<file path="config.mk">
export PLATFORM = sky130hd
export DESIGN_NAME = rr_arbiter_flat
export DESIGN_NICKNAME = d
export VERILOG_FILES = /design/src/rtl/rr_arbiter_pkg.sv /design/src/rtl/rr_arbiter_if.sv /design/src/rtl/rr_arbiter_pick.sv /design/src/rtl/rr_arbiter.sv /design/src/flat_wrapper.sv
export SDC_FILE = /design/constraint.sdc
export NUM_CORES = 1
export LEC_CHECK = 0
export CAP_MARGIN = 0
export CORE_AREA = 4 4 41 43
export CTS_BUF_LIST = sky130_fd_sc_hd__clkbuf_2
export DETAILED_ROUTE_END_ITERATION = 8
export DIE_AREA = 0 0 45 47
export DONT_BUFFER_PORTS = 1
export PLACE_DENSITY = 0.51
export SYNTH_ARGS = -nofsm -noshare
export SYNTH_HDL_FRONTEND = slang
export SYNTH_SLANG_ARGS = --single-unit
</file>
<file path="constraint.sdc">
create_clock -name clk -period 4.44 [get_ports clk]
set_clock_uncertainty 0.1 [all_clocks]
set_input_delay 0.666 -clock clk [delete_from_list [all_inputs] [get_ports clk]]
set_output_delay 0.666 -clock clk [all_outputs]
set_load 0.01 [all_outputs]
</file>
<file path="src/rtl/rr_arbiter_pkg.sv">
// Shared arbitration definitions: FSM state encoding and the rotating pointer wrap helper.
package rr_arbiter_pkg;

    typedef enum logic {
        IDLE    = 1'b0,
        GRANTED = 1'b1
    } state_e;

    // Advance a channel index by one, wrapping to 0 past the last channel.
    function automatic int unsigned wrapInc(input int unsigned idx, input int unsigned channels);
        return (idx + 1 >= channels) ? 0 : idx + 1;
    endfunction

endpackage

</file>
<file path="src/rtl/rr_arbiter_if.sv">
// Request/grant bundle between requesters (master) and the round-robin arbiter (slave).
// The timeout strobe exists only when RR_ARBITER_TIMEOUT_EN is defined.
interface rr_arbiter_if #(
    parameter int CHANNELS = 3
);
    localparam int INDEX_WIDTH = $clog2(CHANNELS);

    logic [CHANNELS-1:0]    request_i;
    logic                   release_i;
    logic                   grant_valid_o;
    logic [INDEX_WIDTH-1:0] grant_index_o;
`ifdef RR_ARBITER_TIMEOUT_EN
    logic                   timeout_o;
`endif

    modport master (
        output request_i,
        output release_i,
        input  grant_valid_o,
        input  grant_index_o
`ifdef RR_ARBITER_TIMEOUT_EN
        ,
        input  timeout_o
`endif
    );

    modport slave (
        input  request_i,
        input  release_i,
        output grant_valid_o,
        output grant_index_o
`ifdef RR_ARBITER_TIMEOUT_EN
        ,
        output timeout_o
`endif
    );

endinterface

</file>
<file path="src/rtl/rr_arbiter_pick.sv">
// Rotating first-set search: finds the first requesting channel at or after ptr_i, wrapping.
module rr_pick #(
    parameter int CHANNELS    = 3,
    parameter int INDEX_WIDTH = $clog2(CHANNELS)
) (
    input  logic [CHANNELS-1:0]    request_i,
    input  logic [INDEX_WIDTH-1:0] ptr_i,
    output logic                   found_o,
    output logic [INDEX_WIDTH-1:0] index_o
);

    localparam int SUM_W = INDEX_WIDTH + 1;

    logic [SUM_W-1:0]       sum;
    logic [INDEX_WIDTH-1:0] cand;

    // Walk offsets from farthest to nearest so the nearest set bit is written last and wins.
    always_comb begin
        found_o = 1'b0;
        index_o = '0;
        sum     = '0;
        cand    = '0;
        for (int off = CHANNELS - 1; off >= 0; off--) begin
            sum = {1'b0, ptr_i} + SUM_W'(off);
            if (sum >= SUM_W'(CHANNELS)) begin
                sum = sum - SUM_W'(CHANNELS);
            end
            cand = sum[INDEX_WIDTH-1:0];
            if (request_i[cand]) begin
                found_o = 1'b1;
                index_o = cand;
            end
        end
    end

endmodule

</file>
<file path="src/rtl/rr_arbiter.sv">
// Round-robin arbiter with registered grant index/valid and a rotating priority pointer.
// Optional forced-release hold timeout is enabled by defining RR_ARBITER_TIMEOUT_EN.
module rr_arbiter
    import rr_arbiter_pkg::*;
#(
    parameter int CHANNELS = 3,
    parameter int MAX_HOLD = 16
) (
    input logic        clk,
    input logic        rst,
    rr_arbiter_if.slave arb
);

    localparam int INDEX_WIDTH = $clog2(CHANNELS);

    if (CHANNELS < 2) begin : g_bad_channels
        $error("rr_arbiter: CHANNELS must be at least 2");
    end
    if (MAX_HOLD < 1) begin : g_bad_hold
        $error("rr_arbiter: MAX_HOLD must be at least 1");
    end

    state_e                 state_q, state_d;
    logic [INDEX_WIDTH-1:0] ptr_q, ptr_d;
    logic [INDEX_WIDTH-1:0] grantIndex_q, grantIndex_d;
    logic [INDEX_WIDTH-1:0] nextPtr;
    logic                   pickFound;
    logic [INDEX_WIDTH-1:0] pickIndex;
    logic                   ownerDone;

`ifdef RR_ARBITER_TIMEOUT_EN
    localparam int HOLD_W = $clog2(MAX_HOLD + 1);

    logic [HOLD_W-1:0] holdCnt_q, holdCnt_d;
    logic              timeout_q, timeout_d;
`endif

    rr_pick #(
        .CHANNELS    (CHANNELS),
        .INDEX_WIDTH (INDEX_WIDTH)
    ) u_pick (
        .request_i (arb.request_i),
        .ptr_i     (ptr_q),
        .found_o   (pickFound),
        .index_o   (pickIndex)
    );

    assign nextPtr   = INDEX_WIDTH'(wrapInc(32'(grantIndex_q), CHANNELS));
    assign ownerDone = arb.release_i || !arb.request_i[grantIndex_q];

    // Grants are non-preemptive; every exit from GRANTED passes through IDLE, giving the one-cycle gap.
    always_comb begin
        state_d      = state_q;
        ptr_d        = ptr_q;
        grantIndex_d = grantIndex_q;
`ifdef RR_ARBITER_TIMEOUT_EN
        holdCnt_d    = holdCnt_q;
        timeout_d    = 1'b0;
`endif
        case (state_q)
            IDLE: begin
                if (pickFound) begin
                    state_d      = GRANTED;
                    grantIndex_d = pickIndex;
`ifdef RR_ARBITER_TIMEOUT_EN
                    holdCnt_d    = '0;
`endif
                end
            end
            GRANTED: begin
                if (ownerDone) begin
                    state_d = IDLE;
                    ptr_d   = nextPtr;
                end
`ifdef RR_ARBITER_TIMEOUT_EN
                else if (holdCnt_q == HOLD_W'(MAX_HOLD - 1)) begin
                    state_d   = IDLE;
                    ptr_d     = nextPtr;
                    timeout_d = 1'b1;
                end else begin
                    holdCnt_d = holdCnt_q + 1'b1;
                end
`endif
            end
            default: state_d = IDLE;
        endcase
    end

    always_ff @(posedge clk or posedge rst) begin
        if (rst) begin
            state_q      <= IDLE;
            ptr_q        <= '0;
            grantIndex_q <= '0;
`ifdef RR_ARBITER_TIMEOUT_EN
            holdCnt_q    <= '0;
            timeout_q    <= 1'b0;
`endif
        end else begin
            state_q      <= state_d;
            ptr_q        <= ptr_d;
            grantIndex_q <= grantIndex_d;
`ifdef RR_ARBITER_TIMEOUT_EN
            holdCnt_q    <= holdCnt_d;
            timeout_q    <= timeout_d;
`endif
        end
    end

    assign arb.grant_valid_o = (state_q == GRANTED);
    assign arb.grant_index_o = grantIndex_q;
`ifdef RR_ARBITER_TIMEOUT_EN
    assign arb.timeout_o     = timeout_q;
`endif

endmodule

</file>
<file path="src/flat_wrapper.sv">
// flat-port wrapper written by rule: the top's interface ports become plain ports
module rr_arbiter_flat import rr_arbiter_pkg::*;
#(
    parameter int CHANNELS = 3,
    parameter int MAX_HOLD = 16
)
  (clk, rst, arb_request_i, arb_release_i, arb_grant_valid_o, arb_grant_index_o);
  rr_arbiter_if #(.CHANNELS(CHANNELS)) arb_i ();
  input logic clk;
  input logic rst;
  input wire logic [$bits(arb_i.request_i)-1:0] arb_request_i;
  input wire logic [$bits(arb_i.release_i)-1:0] arb_release_i;
  output wire logic [$bits(arb_i.grant_valid_o)-1:0] arb_grant_valid_o;
  output wire logic [$bits(arb_i.grant_index_o)-1:0] arb_grant_index_o;
  assign arb_i.request_i = arb_request_i;
  assign arb_i.release_i = arb_release_i;
  assign arb_grant_valid_o = arb_i.grant_valid_o;
  assign arb_grant_index_o = arb_i.grant_index_o;
  rr_arbiter #(.CHANNELS(CHANNELS), .MAX_HOLD(MAX_HOLD)) u_core (.clk(clk), .rst(rst), .arb(arb_i));
endmodule
</file>
* Yosys cells after proc, flatten, opt, wreduce, memory -nomap -nowiden
Index checks and enable logic that the tools add are counted.
** Word-level totals
- Bits in registers :: 5
- Input port bits :: 6
- Output and inout bits :: 3
- Logic and storage cells :: 43
** Cells by class
- Add/subtract/negate cells :: 6
- Magnitude comparators :: 8
- Mux-type cells :: 21
- Bitwise gates (word level) :: 1
- Reductions and logical operators :: 4
** Operator list (count)
- two-way mux 2 bit :: 7
- less-than comparator 2 x 3 -> 1 bit, second input constant :: 4
- >= comparator 3 x 2 -> 1 bit, second input constant :: 3
- two-way mux 1 bit :: 9
- binary-select mux 1 bit (select 2 bit) :: 4
- adder 2 x 1 -> 3 bit, second input constant :: 2
- subtractor 2 bit, second input constant :: 3
- AND reduction 2 bit :: 2
- adder 2 x 2 -> 3 bit, second input constant :: 1
- >= comparator 2 bit, second input constant :: 1
- one-hot mux 1 bit (2 select lines) :: 1
- zero test 1 bit :: 1
- logical OR 1 bit :: 1
- inverter 1 bit :: 1

* Longest topological paths before layout
Gate-level depths: netlist of run 1.
- Depth in word-level cells :: 10
- Mapped depth :: 7
- Depth with buffers taken out :: 7

* By module
A second synthesis of run 1 with hierarchy kept.
** Second synthesis, totals
- Cells, all modules :: 49
- Area total of the unflattened synthesis :: 446.7 um^2
** By module, submodules not included
- rr_arbiter :: times used 1, cells each 22, area each 255.2 um^2, seq. area each 125.1 um^2
- rr_pick :: times used 1, cells each 27, area each 191.4 um^2, seq. area each 0.0 um^2

* Worst setup path after synthesis of run 1
No wires, ideal clock.
- Kind :: flip-flop to flip-flop
- Start :: reg u_core.ptr_q[0]
- End :: reg u_core.grantIndex_q[0], in the netlist u_core.arb.grant_index_o[0]
- Library setup time :: 125 ps
- Data arrival time :: 1596 ps
- Required time :: 4215 ps
- Slack :: 2618 ps
- Cell stages (with the launch flop) :: 7
- Buffers on the path :: 0
- Clock period less this slack :: 1822 ps
- Path through :: dfrtp_1 -> inv_1 -> ha_1 -> mux2i_1 -> or2_1 -> a31oi_4 -> mux2_4
** On the way
- Cells in the longest elaborated chain, start to end :: 9
- Elaborated cells between the ends (all ways) :: 24
- Classes of those cells :: 5 x add/sub; 3 x order compare; 15 x mux; 1 x reduce/logical
** Ends and longest elaborated chain
- from (decl) :: RTL line rr_arbiter.sv:24 : logic [INDEX_WIDTH-1:0] ptr_q, ptr_d;
- from (signal assigned) :: RTL line rr_arbiter.sv:100 : ptr_q <= ptr_d;
- adder 2 x 2 -> 3 bit :: RTL line rr_arbiter_pick.sv:24 : sum = {1'b0, ptr_i} + SUM_W'(off);
- >= comparator 3 x 2 -> 1 bit / subtractor 2 bit (equally long branches) :: RTL line rr_arbiter_pick.sv:25, rr_arbiter_pick.sv:26
- two-way mux 2 bit :: RTL line rr_arbiter_pick.sv:25 : if (sum >= SUM_W'(CHANNELS)) begin
- binary-select mux 1 bit (select 2 bit) :: RTL line rr_arbiter_pick.sv:29 : if (request_i[cand]) begin
- two-way mux 1 bit (not written as such) :: RTL line rr_arbiter_pick.sv:29
- two-way mux 1 bit (3 in a row) :: RTL line rr_arbiter_pick.sv:29
- AND reduction 2 bit (no source line)
- to (signal assigned) :: RTL line rr_arbiter.sv:101 : grantIndex_q <= grantIndex_d;
- to (decl) :: RTL line rr_arbiter.sv:25 : logic [INDEX_WIDTH-1:0] grantIndex_q, grantIndex_d;
Several ways; a longest one is shown, not always the timed one. The select of a mux whose other input is x is not followed.
A chain may end at the register's enable or synchronous reset.

* Final worst setup path of run 1
Ends and elaborated chain as after synthesis.

==> results of run 1 <==
[routing by layer]
| metal | global-route usage | vias to the layer above |
|---|---|---|
| met5 | 0 | - |
| met4 | 0.0175 | 0 |
| met3 | 0.0690 | 0 |
| met2 | 0.141 | 8 |
| met1 | 0.106 | 149 |
| li1 | - | 170 |
[kinds of logic (layout without fill, tap and decap cells)]
| group | after synthesis | count (layout) | share of synthesized area |
|---|---|---|---|
| AND/OR/NAND/NOR | 13 | 13 | 0.148 |
| AO/OA/AOI/OAI | 12 | 12 | 0.218 |
| multiplexers | 8 | 8 | 0.203 |
| buffers and inverters | 6 | 10 | 0.0523 |
| flip-flops | 5 | 5 | 0.291 |
| adder cells (fa/ha/maj) | 3 | 3 | 0.0872 |
[where the power goes]
| part | switching, W | total (W) | internal, W |
|---|---|---|---|
| Combinational | 0.000102 | 0.000201 | 0.0000993 |
| Sequential | 0.0000304 | 0.0000956 | 0.0000652 |
| Clock | 0.0000185 | 0.0000424 | 0.0000239 |
[sequential cells by signal, summed over array words and instances (netlist names)]
signal / flops
u_core.arb.grant_index_o: 2
u_core.ptr_q: 2
u_core.arb.grant_valid_o: 1
[worst max-delay path, delay by kind of cell (launching register included)]
| kind | cells | cell delay (ps) |
|---|---|---|
| AO/OA/AOI/OAI | 3 | 600 |
| adder cells (fa/ha/maj) | 1 | 380 |
| buffers and inverters | 1 | 70 |
| flip-flops | 1 | 380 |
| multiplexers | 1 | 310 |
[final timing paths]
| path | end | slack, ps | cells after the start |
|---|---|---|---|
| max in group asynchronous | u_core.arb.grant_index_o[0]$_DFFE_PP0P_ | 3920 | 1 |
| hold reg to reg | u_core.ptr_q[0]$_DFFE_PP0P_ | 460 | 1 |
| setup reg to reg | u_core.arb.grant_index_o[0]$_DFFE_PP0P_ | 2460 | 6 |
| hold / removal | u_core.arb.grant_valid_o$_DFF_PP0_ | 130 | 1 |
| setup / recovery | u_core.arb.grant_index_o[0]$_DFFE_PP0P_ | 2460 | 6 |
| min in group clk | u_core.ptr_q[0]$_DFFE_PP0P_ | 460 | 1 |
[cell type report]
cell class                 count  share of cell area
tap                           15              0.0400
multi-input combinational     36               0.603
clock buffer                   4              0.0427
inverter                       6              0.0480
sequential                     5               0.267
[cells in the final DEF (no fill, tap or decap), types with 2 or more instances in the layout]
master,n
a21oi_1,3
clkbuf_2,4
dfrtp_1,5
ha_1,3
inv_1,6
mux2_2,2
mux2i_1,5
nand2_1,2
nand2b_1,2
nor2_1,5
[stage by stage]
step | instances | worst slack (ps) | instance area, µm² | util | hold WS [ps]
2_1_floorplan | 47 | 2620 | 430 | - | 345
6_report | 66 | 2460 | 469 | 0.361 | 133
5_1_grt | 66 | 2310 | 469 | 0.361 | 130
3_3_place_gp | 62 | 2510 | 449 | 0.345 | 376
3_5_place_dp | 62 | 2490 | 449 | 0.345 | 378
4_1_cts | 66 | 2470 | 469 | 0.361 | 138
==> results.yml, run 1 <==
detailed_routing:
  antenna_left: 0
  wl_per_cell_um: 12.1
  via_count: 327
  drc: 0
  drt_iter0_markers: 5
  postRouteWirelength_um: 799
  drtPass1Iterations: 2
  highest_layer: "met3"
  wl_met2_um: 381
  via_per_inst: 4.95
  wl_met1_um: 342
  wl_met3_um: 74
sta:
  setup_tns_ps: 0
  setup_violations: 0
  final-hold-violation-count: 0
  slew_headroom: 0.841
  slew_violations: 0
  tightest_slew_ps: 232
  finalCritPeriodShare: 0.446
  fmax_mhz: 505
  rsz0062_at_grt: "no"
  period_minus_slack_ps: 1980
pwr:
  power_leakage_nw: 0.222
  total_power_w: 0.000339
  ir_worst_vdd_mv: 0.283
  power.density_mw_per_mm2: 723
synthesis:
  post-synth-top-count-cell: "inv_1"
  synth_commonest_cells: "inv_1 (6), dfrtp_1 (5), mux2i_1 (5), nor2_1 (5)"
  async_reset_ff_frac: 1.00
  synth-seq-area-share: 0.291
  ys_seq_elements: 5
  yosysTopAreaCellShare: 0.291
  synth_cell_types: 23
  yosys.area.top_type: "dfrtp_1"
  ys_warn_count: 0
  synthTopCellsByArea: "dfrtp_1 (29%), mux2i_1 (12%), ha_1 (8.7%)"
  synth_edf_count: 0
  syn_nets: 56
  syn_area_um2: 430
  syn_avg_cell_area_um2: 9.16
  synth_flop_cell: "dfrtp_1"
  syn-instance-count: 47
setup_path:
  slowest_delay_ps: 380
  cp_slowest_cell: "dfrtp_1"
  crit_type: "register to register"
  crit_path_end_kind: "register"
  critPathLaunch: "u_core.ptr_q[0]$_DFFE_PP0P_"
  r2r-start: "u_core.ptr_q[0]$_DFFE_PP0P_"
  path_cells: "inv_1 -> ha_1 -> a211oi_1 -> a21oi_2 -> a31oi_4 -> mux2_4"
  crit_path_start_kind: "register"
  crit_arrival_ps: 1980
  path_max_fanout: 7
  critPathRequiredTime_ps: 4430
die:
  rows: 13
  core_mm2: 0.00130
  die_x_um: 45
  io_pins: 9
  start_util: 0.331
  die_h_um: 47
  dieArea_mm2: 0.00212
global_route:
  grt_max_degree: 8
  antenna_found_initial: 0
  grt_overflow_total: 0
  first_global_vias: 323
  grt_use_total: 0.0927
  grt_pass1_wl_um: 1360
cells_and_area:
  multi_input_area_um2: 283
  antennaDiodeCount: 0
  register_area_um2: 125
  fillers: 143
  drive_gt1_frac: 0.196
  num-nets-final: 61
  areaGrowthSynthToFinish_pct: 9.01
hold_path:
  min_path_type: "input pin to async pin"
clocking:
  cts_tree: "yes"
  clock_path_buffers: 2
  numCtsBuffers: 3
  h-tree-depth: 1
  clk_pin_slew_ps: 60
  cts_hold_buf: 0
  cts_root_buffer: "clkbuf_2"
  cts_resized: 0
  clock-sinks: 5
  cts_setup_buffers: 0
  clk_latency_ps: 220
placed_design:
  gp_congestion: 0.700
  portBuffers: 0
  detailed_place_hpwl_um: 667
job:
  maxCapViolCount: 0
run_status:
  status: "finished clean"
No activity file was read; power rests on OpenSTA's default activity.
==> inputs of run 2 (changes only) <==
==> constraint.sdc (replaced) <==
create_clock -name clk -period 1.85 [get_ports clk]
set_clock_uncertainty 0.1 [all_clocks]
set_input_delay 0.2775 -clock clk [delete_from_list [all_inputs] [get_ports clk]]
set_output_delay 0.2775 -clock clk [all_outputs]
set_load 0.01 [all_outputs]
==> run 2 against run 1 <==
  * Flip-flop and latch count is the same
  * Clock power grew to 2.5 times the previous value
  * Worst hold slack got worse by 8.1 ps
  * Total power increased to 3.1 times the previous value
  * Setup slack got worse by 2400 ps
  * Global-route usage increased by 1.5 points
  * Core utilization is 7.7 points higher
  * Combinational power rose to 3.5 times the previous value
==> results.yml, run 2 (synthesis results as in run 1) <==
setup_path:
  crit_type: "register to register"
  rr_endpoint: "u_core.arb.grant_index_o[0]$_DFFE_PP0P_"
  ff2ff_setup_slack_ps: 40
  crit_arrival_ps: 1830
  crit_path_start_kind: "register"
  r2r-start: "u_core.ptr_q[1]$_DFFE_PP0P_"
  critPathRequiredTime_ps: 1870
  crit_path_end_kind: "register"
  path_max_fanout: 7
  worstRegToRegCells: 5
sta:
  rsz0062_at_grt: "yes"
  final-hold-violation-count: 0
  finalCritPeriodShare: 0.979
  period_minus_slack_ps: 1810
  slew_headroom: 0.833
  setup_violations: 0
  slew_violations: 0
  fmax_mhz: 552
  setup_slack_ps: 39.0
  tightest_slew_ps: 249
detailed_routing:
  wl_per_cell_um: 13.3
  drtPass1Iterations: 3
  via_per_inst: 4.80
  drt_iter0_markers: 10
  postRouteWirelength_um: 984
  drc: 0
  via_count: 355
  antenna_left: 0
cells_and_area:
  antennaDiodeCount: 0
  layout_common_cells: "buf_4 (7), nor2_1 (5), inv_1 (5)"
  final_cells: 74
  areaGrowthSynthToFinish_pct: 32.3
  final_common_cell: "buf_4"
  fillers: 142
  drive_gt1_frac: 0.407
  num-nets-final: 69
  stdcell_area_um2: 569
clocking:
  h-tree-depth: 1
  cts_root_buffer: "clkbuf_2"
  numCtsBuffers: 3
  clk_latency_ps: 230
  clock-sinks: 5
  cts_tree: "yes"
  clock_path_buffers: 2
  clk_pin_slew_ps: 60
pwr:
  ir_worst_vdd_mv: 0.794
  clockPowerShare: 0.102
  combPwrFrac: 0.675
  p_sw_w: 0.000430
  power_leakage_nw: 0.255
  internal-power_w: 0.000612
  switching_share: 0.413
  seqPwrFrac: 0.223
  power.density_mw_per_mm2: 1830
global_route:
  grt_max_degree: 8
  first_global_vias: 363
  antenna_found_initial: 0
  grt_use_total: 0.108
  grt_overflow_total: 0
  grt_pass1_wl_um: 1560
placed_design:
  portBuffers: 0
  place_ws_ps: -80.8
  detailed_place_hpwl_um: 771
  dp_cells: 69
  gp_congestion: 0.673
  placed_area_um2: 502
run_status:
  status: "finished clean"
die:
  start_util: 0.331
  dieArea_mm2: 0.00212
  core_mm2: 0.00130
  die_h_um: 47
  io_pins: 9
  rows: 13
  die_x_um: 45
hold_path:
  min_path_cells: 2
  holdPathEnd: "u_core.arb.grant_index_o[1]$_DFFE_PP0P_"
  min-delay-start: "arb_request_i[2]"
  min_path_type: "input pin to register"
job:
  maxCapViolCount: 0
==> run 2: what timing repair did <==
| action | 4_1_cts | 5_1_grt |
|---|---|---|
| hold endpoints to repair | 5 | 0 |
| endpoints found under the setup margin | 2 | 2 |
| buffers inserted | 0 | 0 |
| pin swaps | 1 | 5 |
| hold buffers | 1 | 0 |
| gates resized for setup | 5 | 4 |
==> run 2: worst max-delay path by stage <==
stage / startpoint / to / slack (ps) / cells after the start
final: u_core.ptr_q[1]$_DFFE_PP0P_ / u_core.arb.grant_index_o[0]$_DFFE_PP0P_ / 40 / 5
after global routing: u_core.ptr_q[1]$_DFFE_PP0P_ / u_core.arb.grant_index_o[1]$_DFFE_PP0P_ / -50 / 6
after CTS: u_core.ptr_q[1]$_DFFE_PP0P_ / u_core.arb.grant_index_o[0]$_DFFE_PP0P_ / 4 / 6
after detailed placement: u_core.ptr_q[1]$_DFFE_PP0P_ / u_core.arb.grant_index_o[0]$_DFFE_PP0P_ / -80 / 6
after global placement: u_core.ptr_q[1]$_DFFE_PP0P_ / u_core.arb.grant_index_o[0]$_DFFE_PP0P_ / -40 / 6
after floorplan: u_core.ptr_q[0]$_DFFE_PP0P_ / u_core.arb.grant_index_o[0]$_DFFE_PP0P_ / 30 / 6
==> run 2: final cells by class <==
cell class / count / area [µm²] / area share
Multi-Input combinational cell: 36 / 319 / 0.560
Sequential cell: 5 / 126 / 0.222
Timing Repair Buffer: 8 / 62.6 / 0.110
Inverter: 6 / 22.5 / 0.0396
Clock buffer: 4 / 20.0 / 0.0352
Tap cell: 15 / 18.8 / 0.0330
==> run 2: routing by layer <==
layer,global-route usage,vias to the layer above,wire length [µm]
met5,0,-,0
met4,0.0526,0,6
met3,0.0690,2,70
met2,0.167,9,470
met1,0.115,158,437
li1,-,186,-
==> run 2: power by group through the flow <==
| stage | logic, W | clock network, W | registers, W |
|---|---|---|---|
| after detailed placement | 0.000621 | 0 | 0.000228 |
| after global routing | 0.000774 | 0.000117 | 0.000242 |
| after CTS | 0.000668 | 0.000109 | 0.000229 |
| after global placement | 0.000611 | 0 | 0.000227 |
| final | 0.000703 | 0.000107 | 0.000232 |
| after floorplan | 0.000424 | 0 | 0.000215 |
==> run 2: critical path, cell delays in order, from the launching register on <==
cell	delay [ps]
dfrtp_2	440
ha_4	280
mux2i_1	130
or2_1	250
a31oi_4	190
mux2_4	310
==> run 2: metrics by stage <==
stage	hold slack (ps)	TNS [ps]	utilization	power, W
2_1_floorplan	-44.0	0	-	0.000639
6_report	125	0	0.438	0.00104
3_5_place_dp	-12.0	-117	0.386	0.000849
4_1_cts	136	0	0.426	0.00101
3_3_place_gp	-14.5	-39.9	0.386	0.000838
5_1_grt	153	-99.3	0.438	0.00113
